File: src/rtl/barrier_spawn_gen.sv
// barrier_spawn_gen: batches of NUM_BARRIERS random barriers (X,Y,Height,Length)
// drawn by bounded rejection sampling from a free-running Galois LFSR.
// Ports: Clk, Reset (async, high); Seed/Seed_Load reseed the LFSR;
// Req starts a batch and Busy is high while one runs. Out_Valid/Out_Ack
// handshake each barrier, tagged with Index; Done pulses after the last ack.
module barrier_spawn_gen #(
  parameter int unsigned NUM_BARRIERS = 4,
  parameter int unsigned COORD_W = 10,
  parameter int unsigned LFSR_W = 24,
  parameter logic [LFSR_W-1:0] LFSR_TAPS = 24'hE10000,
  parameter logic [LFSR_W-1:0] LFSR_INIT = 24'hACE1B5,
  parameter int unsigned X_MIN = 100,
  parameter int unsigned X_SPAN = 400,
  parameter int unsigned Y_MIN = 45,
  parameter int unsigned Y_SPAN = 360,
  parameter int unsigned H_MIN = 5,
  parameter int unsigned H_SPAN = 30,
  parameter int unsigned L_MIN = 5,
  parameter int unsigned L_SPAN = 50,
  parameter int unsigned MAX_TRIES = 3,
  localparam int unsigned IDX_W =
    (NUM_BARRIERS > 1) ? $clog2(NUM_BARRIERS) : 1
) (
  input  logic               Clk,
  input  logic               Reset,
  input  logic [LFSR_W-1:0]  Seed,
  input  logic               Seed_Load,
  input  logic               Req,
  output logic               Busy,
  output logic               Out_Valid,
  input  logic               Out_Ack,
  output logic [IDX_W-1:0]   Index,
  output logic [COORD_W-1:0] X,
  output logic [COORD_W-1:0] Y,
  output logic [COORD_W-1:0] Height,
  output logic [COORD_W-1:0] Length,
  output logic               Done
);

  localparam int unsigned TRY_W =
    (MAX_TRIES > 0) ? $clog2(MAX_TRIES + 1) : 1;

  localparam logic [2:0] IDLE  = 3'd0;
  localparam logic [2:0] GEN_X = 3'd1;
  localparam logic [2:0] GEN_Y = 3'd2;
  localparam logic [2:0] GEN_H = 3'd3;
  localparam logic [2:0] GEN_L = 3'd4;
  localparam logic [2:0] EMIT  = 3'd5;

  // Power-of-two masks just covering each span, so a
  // rejected candidate minus SPAN is always in range.
  localparam logic [COORD_W-1:0] X_MASK =
    COORD_W'((1 << $clog2(X_SPAN)) - 1);
  localparam logic [COORD_W-1:0] Y_MASK =
    COORD_W'((1 << $clog2(Y_SPAN)) - 1);
  localparam logic [COORD_W-1:0] H_MASK =
    COORD_W'((1 << $clog2(H_SPAN)) - 1);
  localparam logic [COORD_W-1:0] L_MASK =
    COORD_W'((1 << $clog2(L_SPAN)) - 1);

  logic [2:0]         state;
  logic [LFSR_W-1:0]  lfsr;
  logic [LFSR_W-1:0]  lfsr_step;
  logic [TRY_W-1:0]   try_cnt;
  logic [COORD_W-1:0] span_c;
  logic [COORD_W-1:0] min_c;
  logic [COORD_W-1:0] mask_c;
  logic [COORD_W-1:0] cand;
  logic [COORD_W-1:0] field_c;
  logic               take;
  logic               give_up;
  logic               advance;
  logic               last_idx;

  assign lfsr_step = {1'b0, lfsr[LFSR_W-1:1]}
                   ^ (lfsr[0] ? LFSR_TAPS : '0);

  always_comb begin
    span_c = '0;
    min_c  = '0;
    mask_c = '0;
    case (state)
      GEN_X: begin
        span_c = COORD_W'(X_SPAN);
        min_c  = COORD_W'(X_MIN);
        mask_c = X_MASK;
      end
      GEN_Y: begin
        span_c = COORD_W'(Y_SPAN);
        min_c  = COORD_W'(Y_MIN);
        mask_c = Y_MASK;
      end
      GEN_H: begin
        span_c = COORD_W'(H_SPAN);
        min_c  = COORD_W'(H_MIN);
        mask_c = H_MASK;
      end
      GEN_L: begin
        span_c = COORD_W'(L_SPAN);
        min_c  = COORD_W'(L_MIN);
        mask_c = L_MASK;
      end
      default: ;
    endcase
  end

  assign cand     = lfsr[COORD_W-1:0] & mask_c;
  assign take     = cand < span_c;
  assign give_up  = try_cnt == TRY_W'(MAX_TRIES);
  assign advance  = take | give_up;
  assign field_c  = take ? (min_c + cand)
                         : (min_c + (cand - span_c));
  assign last_idx = Index == IDX_W'(NUM_BARRIERS - 1);
  assign Busy     = state != IDLE;

  always_ff @(posedge Clk or posedge Reset) begin
    if (Reset) begin
      lfsr      <= LFSR_INIT;
      state     <= IDLE;
      try_cnt   <= '0;
      Index     <= '0;
      X         <= '0;
      Y         <= '0;
      Height    <= '0;
      Length    <= '0;
      Out_Valid <= 1'b0;
      Done      <= 1'b0;
    end else begin
      if (Seed_Load)
        lfsr <= (Seed == '0) ? LFSR_W'(1) : Seed;
      else
        lfsr <= lfsr_step;
      Done <= 1'b0;
      case (state)
        IDLE: begin
          if (Req) begin
            state   <= GEN_X;
            Index   <= '0;
            try_cnt <= '0;
          end
        end
        GEN_X, GEN_Y, GEN_H, GEN_L: begin
          if (advance) begin
            try_cnt <= '0;
            state   <= state + 3'd1;
            if (state == GEN_L)
              Out_Valid <= 1'b1;
          end else begin
            try_cnt <= try_cnt + TRY_W'(1);
          end
          if (advance) begin
            case (state)
              GEN_X:   X      <= field_c;
              GEN_Y:   Y      <= field_c;
              GEN_H:   Height <= field_c;
              default: Length <= field_c;
            endcase
          end
        end
        EMIT: begin
          if (Out_Ack) begin
            Out_Valid <= 1'b0;
            if (last_idx) begin
              state <= IDLE;
              Done  <= 1'b1;
            end else begin
              Index <= Index + IDX_W'(1);
              state <= GEN_X;
            end
          end
        end
        default: state <= IDLE;
      endcase
    end
  end

endmodule

File: config.mk
export PLATFORM = sky130hd
export DESIGN_NAME = barrier_spawn_gen
export DESIGN_NICKNAME = d
export VERILOG_FILES = /design/src/rtl/barrier_spawn_gen.sv
export SDC_FILE = /design/constraint.sdc
export NUM_CORES = 1
export LEC_CHECK = 0
export BUFFER_PORTS_ARGS = -buffer_cell sky130_fd_sc_hd__buf_2
export CAP_MARGIN = 15
export CORE_MARGIN = 1
export CORE_UTILIZATION = 40
export CTS_BUF_LIST = sky130_fd_sc_hd__clkbuf_4
export CTS_CLUSTER_SIZE = 28
export DETAILED_ROUTE_END_ITERATION = 7
export GPL_TIMING_DRIVEN = 0
export PLACE_DENSITY = 0.69
export SKIP_CTS_REPAIR_TIMING = 1
export SKIP_LAST_GASP = 1
export SLEW_MARGIN = 20
export SYNTH_ARGS = -nofsm -noshare
export SYNTH_HDL_FRONTEND = slang
export SYNTH_SLANG_ARGS = --single-unit
File: constraint.sdc
create_clock -name Clk -period 8.76 [get_ports Clk]
set_input_delay 0.876 -clock Clk [delete_from_list [all_inputs] [get_ports Clk]]
set_output_delay 0.876 -clock Clk [all_outputs]
set_load 0.01 [all_outputs]
==> results_dict.tcl <==
set metrics [dict create \
    dp.cells 626 \
    grt_setup_unrepaired "false" \
    fin_setup_tns_ns 0 \
    yosys.area_share.simple 0.122 \
    diodes 0 \
    synth_area_per_cell_sq_um 10.5 \
    synth_most_common_cell "dfrtp_1" \
    synth-seq-cells 73 \
    ys_warn_count 0 \
    die_area_sq_um 11400 \
    syn2layout_area_growth_pct 16.6 \
    first_iter_violations 208 \
    busiest_layer "met2" \
    die_h_um 107 \
    cpMaxStageDelayCell "a2111oi_0" \
    ios 74 \
    start_util 0.419 \
    drc 0 \
    netlist.area_leader.share 0.343 \
    crit_buf_inv 3 \
    grt_overflow_total 0 \
    synth_edf_count 0 \
    use_met3 0.0383 \
    via_per_inst 5.34 \
    cp.arrival_ns 5.75 \
    antenna_found_initial 0 \
    synth_compound_area_frac 0.162 \
    yosysTopAreaCell "dfrtp_1" \
    synth-adder-area-share 0.0863 \
    outcome "finished, final reports clean" \
    netlist_top_cells_area "dfrtp_1 34%, mux2_2 10%, dfstp_2 7.8%" \
    timing.final.ws_setup_ns 3.34 \
    path_clk_slew_ns 0.12 \
    required_ns 9.09 \
    cts_sinks 73 \
    muxShareOfSynthArea 0.138 \
    dp_slack_ns 3.48 \
    cp-startpoint "state[1]" \
    grt_use_total 0.196 \
    end_kind "flop" \
    synth_nets 474 \
    start_kind "flop" \
    cts_max_level 3 \
    synth_top_family_by_area "compound AO/OA/AOI/OAI gates" \
    synth_xor_area_frac 0.0320 \
    wl_um 10300 \
    post_route_cells_drive_above_1_share 0.326 \
    seq_area_frac_synth 0.421 \
    grt_pass1_vias 3646 \
    grt_util_met2 0.327 \
    fin_crit_ns 5.42 \
    synthCells 416 \
    cts_tree "built" \
    crit_fanout 9 \
    setup_viol 0 \
    gp_congestion 0.889 \
    grt_max_degree 43 \
    wl_per_cell_um 16.0 \
    dr.pass1.iters 6 \
    regArea_sq_um 1840 \
    port_buffers 73 \
    hold_path_class "input pin to async pin" \
    hold_viol_final 0 \
    slew_viol_final 0 \
    dp_hpwl_um 7990 \
    core-area_sq_um 10500 \
    relSlewSlack 0.545 \
    die_w_um 107 \
    clockRootBuffer "clkbuf_4" \
    finClkSkew_ns 0.0165 \
    nets 559 \
    grt_pass1_wl_um 17300 \
    yosysUniqueCellTypes 64 \
    clk_latency_ns 0.43 \
    cp_cell_sequence "inv_1, ha_1, clkbuf_1, or4_4, nand2_4, clkinv_1, nand2_1, fa_1, ha_1, o21ai_0, a22oi_1, mux2i_1, a2111oi_0, mux2i_1, mux2_2" \
    synthTopCellsByCount "60 x dfrtp_1, 40 x mux2_2, 29 x nor2_1" \
    fillers 1026 \
    min_period_over_period 0.619 \
    clock_path_buffers 2 \
    use_met1 0.251 \
    tightest_slew_ns 0.665 \
    r2r_start "state[1]" \
    async_flop_share 1.00 \
    fp-row-count 37 \
    multiInputGateArea_sq_um 2370 \
    syn-cell-area_sq_um 4380 \
    synth_ff_type "dfrtp_1" \
    cp_top_family "compound AO/OA/AOI/OAI gates" \
    fin_cells 642 \
    fmax_mhz 184 \
    critical_path_class "flop to flop" \
    antenna_left 0 \
    vias 3428 \
    maxCapViolCount 0 \
    cts_buffers 9 \
    cpPeakStageDelay_ns 0.63 \
]
[final cells by class]
class | instances | area share
repair buffers | 74 | 0.0755
inverters | 29 | 0.0218
plain buffers | 11 | 0.0120
multi-input cells | 303 | 0.464
clock inverters | 6 | 0.0181
clock buffers | 10 | 0.0147
flip-flops and latches | 73 | 0.361
well taps | 136 | 0.0333
[logic make-up (layout without fill, tap and decap cells)]
kind of cell,after synthesis,count (layout)
simple gates,106,106
mux,55,55
fa+ha+maj,29,29
buf+inv,40,130
compound gates,97,97
xor+xnor,16,16
flops,73,73
[metal layers]
layer | vias up | part of all wire
met4 | 0 | 0.016
met5 | - | 0
met2 | 61 | 0.50
met1 | 1673 | 0.45
met3 | 9 | 0.042
li1 | 1685 | -
[metrics by stage]
step / hold WS (ns) / cell area (sq um) / utilization
4_1_cts: 0.435 / 5110 / 0.488
6_report: 0.440 / 5110 / 0.488
3_3_place_gp: 0.458 / 4920 / 0.470
2_1_floorplan: 0.454 / 4380 / -
3_5_place_dp: 0.468 / 4940 / 0.472
5_1_grt: 0.447 / 5110 / 0.488
[cell usage in the layout, fill, tap and decap left out, types with 3 or more instances in the layout]
cell type and n:
buf_2 77, dfrtp_1 60, mux2_2 40, nor2_1 29
ha_1 27, inv_1 26, nand2_1 25, o21ai_0 19
a21oi_1 18, mux2i_1 14, dfstp_2 13, xnor2_1 12
nand2b_1 10, clkbuf_4 10, nand3_1 7, nor3_1 6
nor4_1 6, a211oi_1 5, o211a_1 5, a31oi_1 5
and3_1 5, o211ai_1 4, a21o_1 4, a21boi_0 4
and2_1 4, xor2_1 4, clkbuf_1 3, o21a_1 3
nor2b_1 3, a21oi_2 3
[worst paths after layout]
path	to	slack, ns	cells after the start
setup / recovery	Y[7]	3.34	15
hold / removal	lfsr[20]	0.44	2
setup reg to reg	Y[7]	3.34	15
hold reg to reg	lfsr[9]	0.49	1
max in group asynchronous	Height[0]	7.78	3
min in group Clk	lfsr[9]	0.49	1
[sequential cells by signal, summed over array words and instances (netlist names)]
| name | count |
|---|---|
| try_cnt | 2 |
| Index | 2 |
| lfsr | 24 |
| Y | 10 |
| Length | 10 |
| Out_Valid | 1 |
| Height | 10 |
| state | 3 |
| X | 10 |
| Done | 1 |
Power is left out: the tool's default activity adds up to more than one toggle a clock period on the data nets, which glitch-free logic cannot reach.
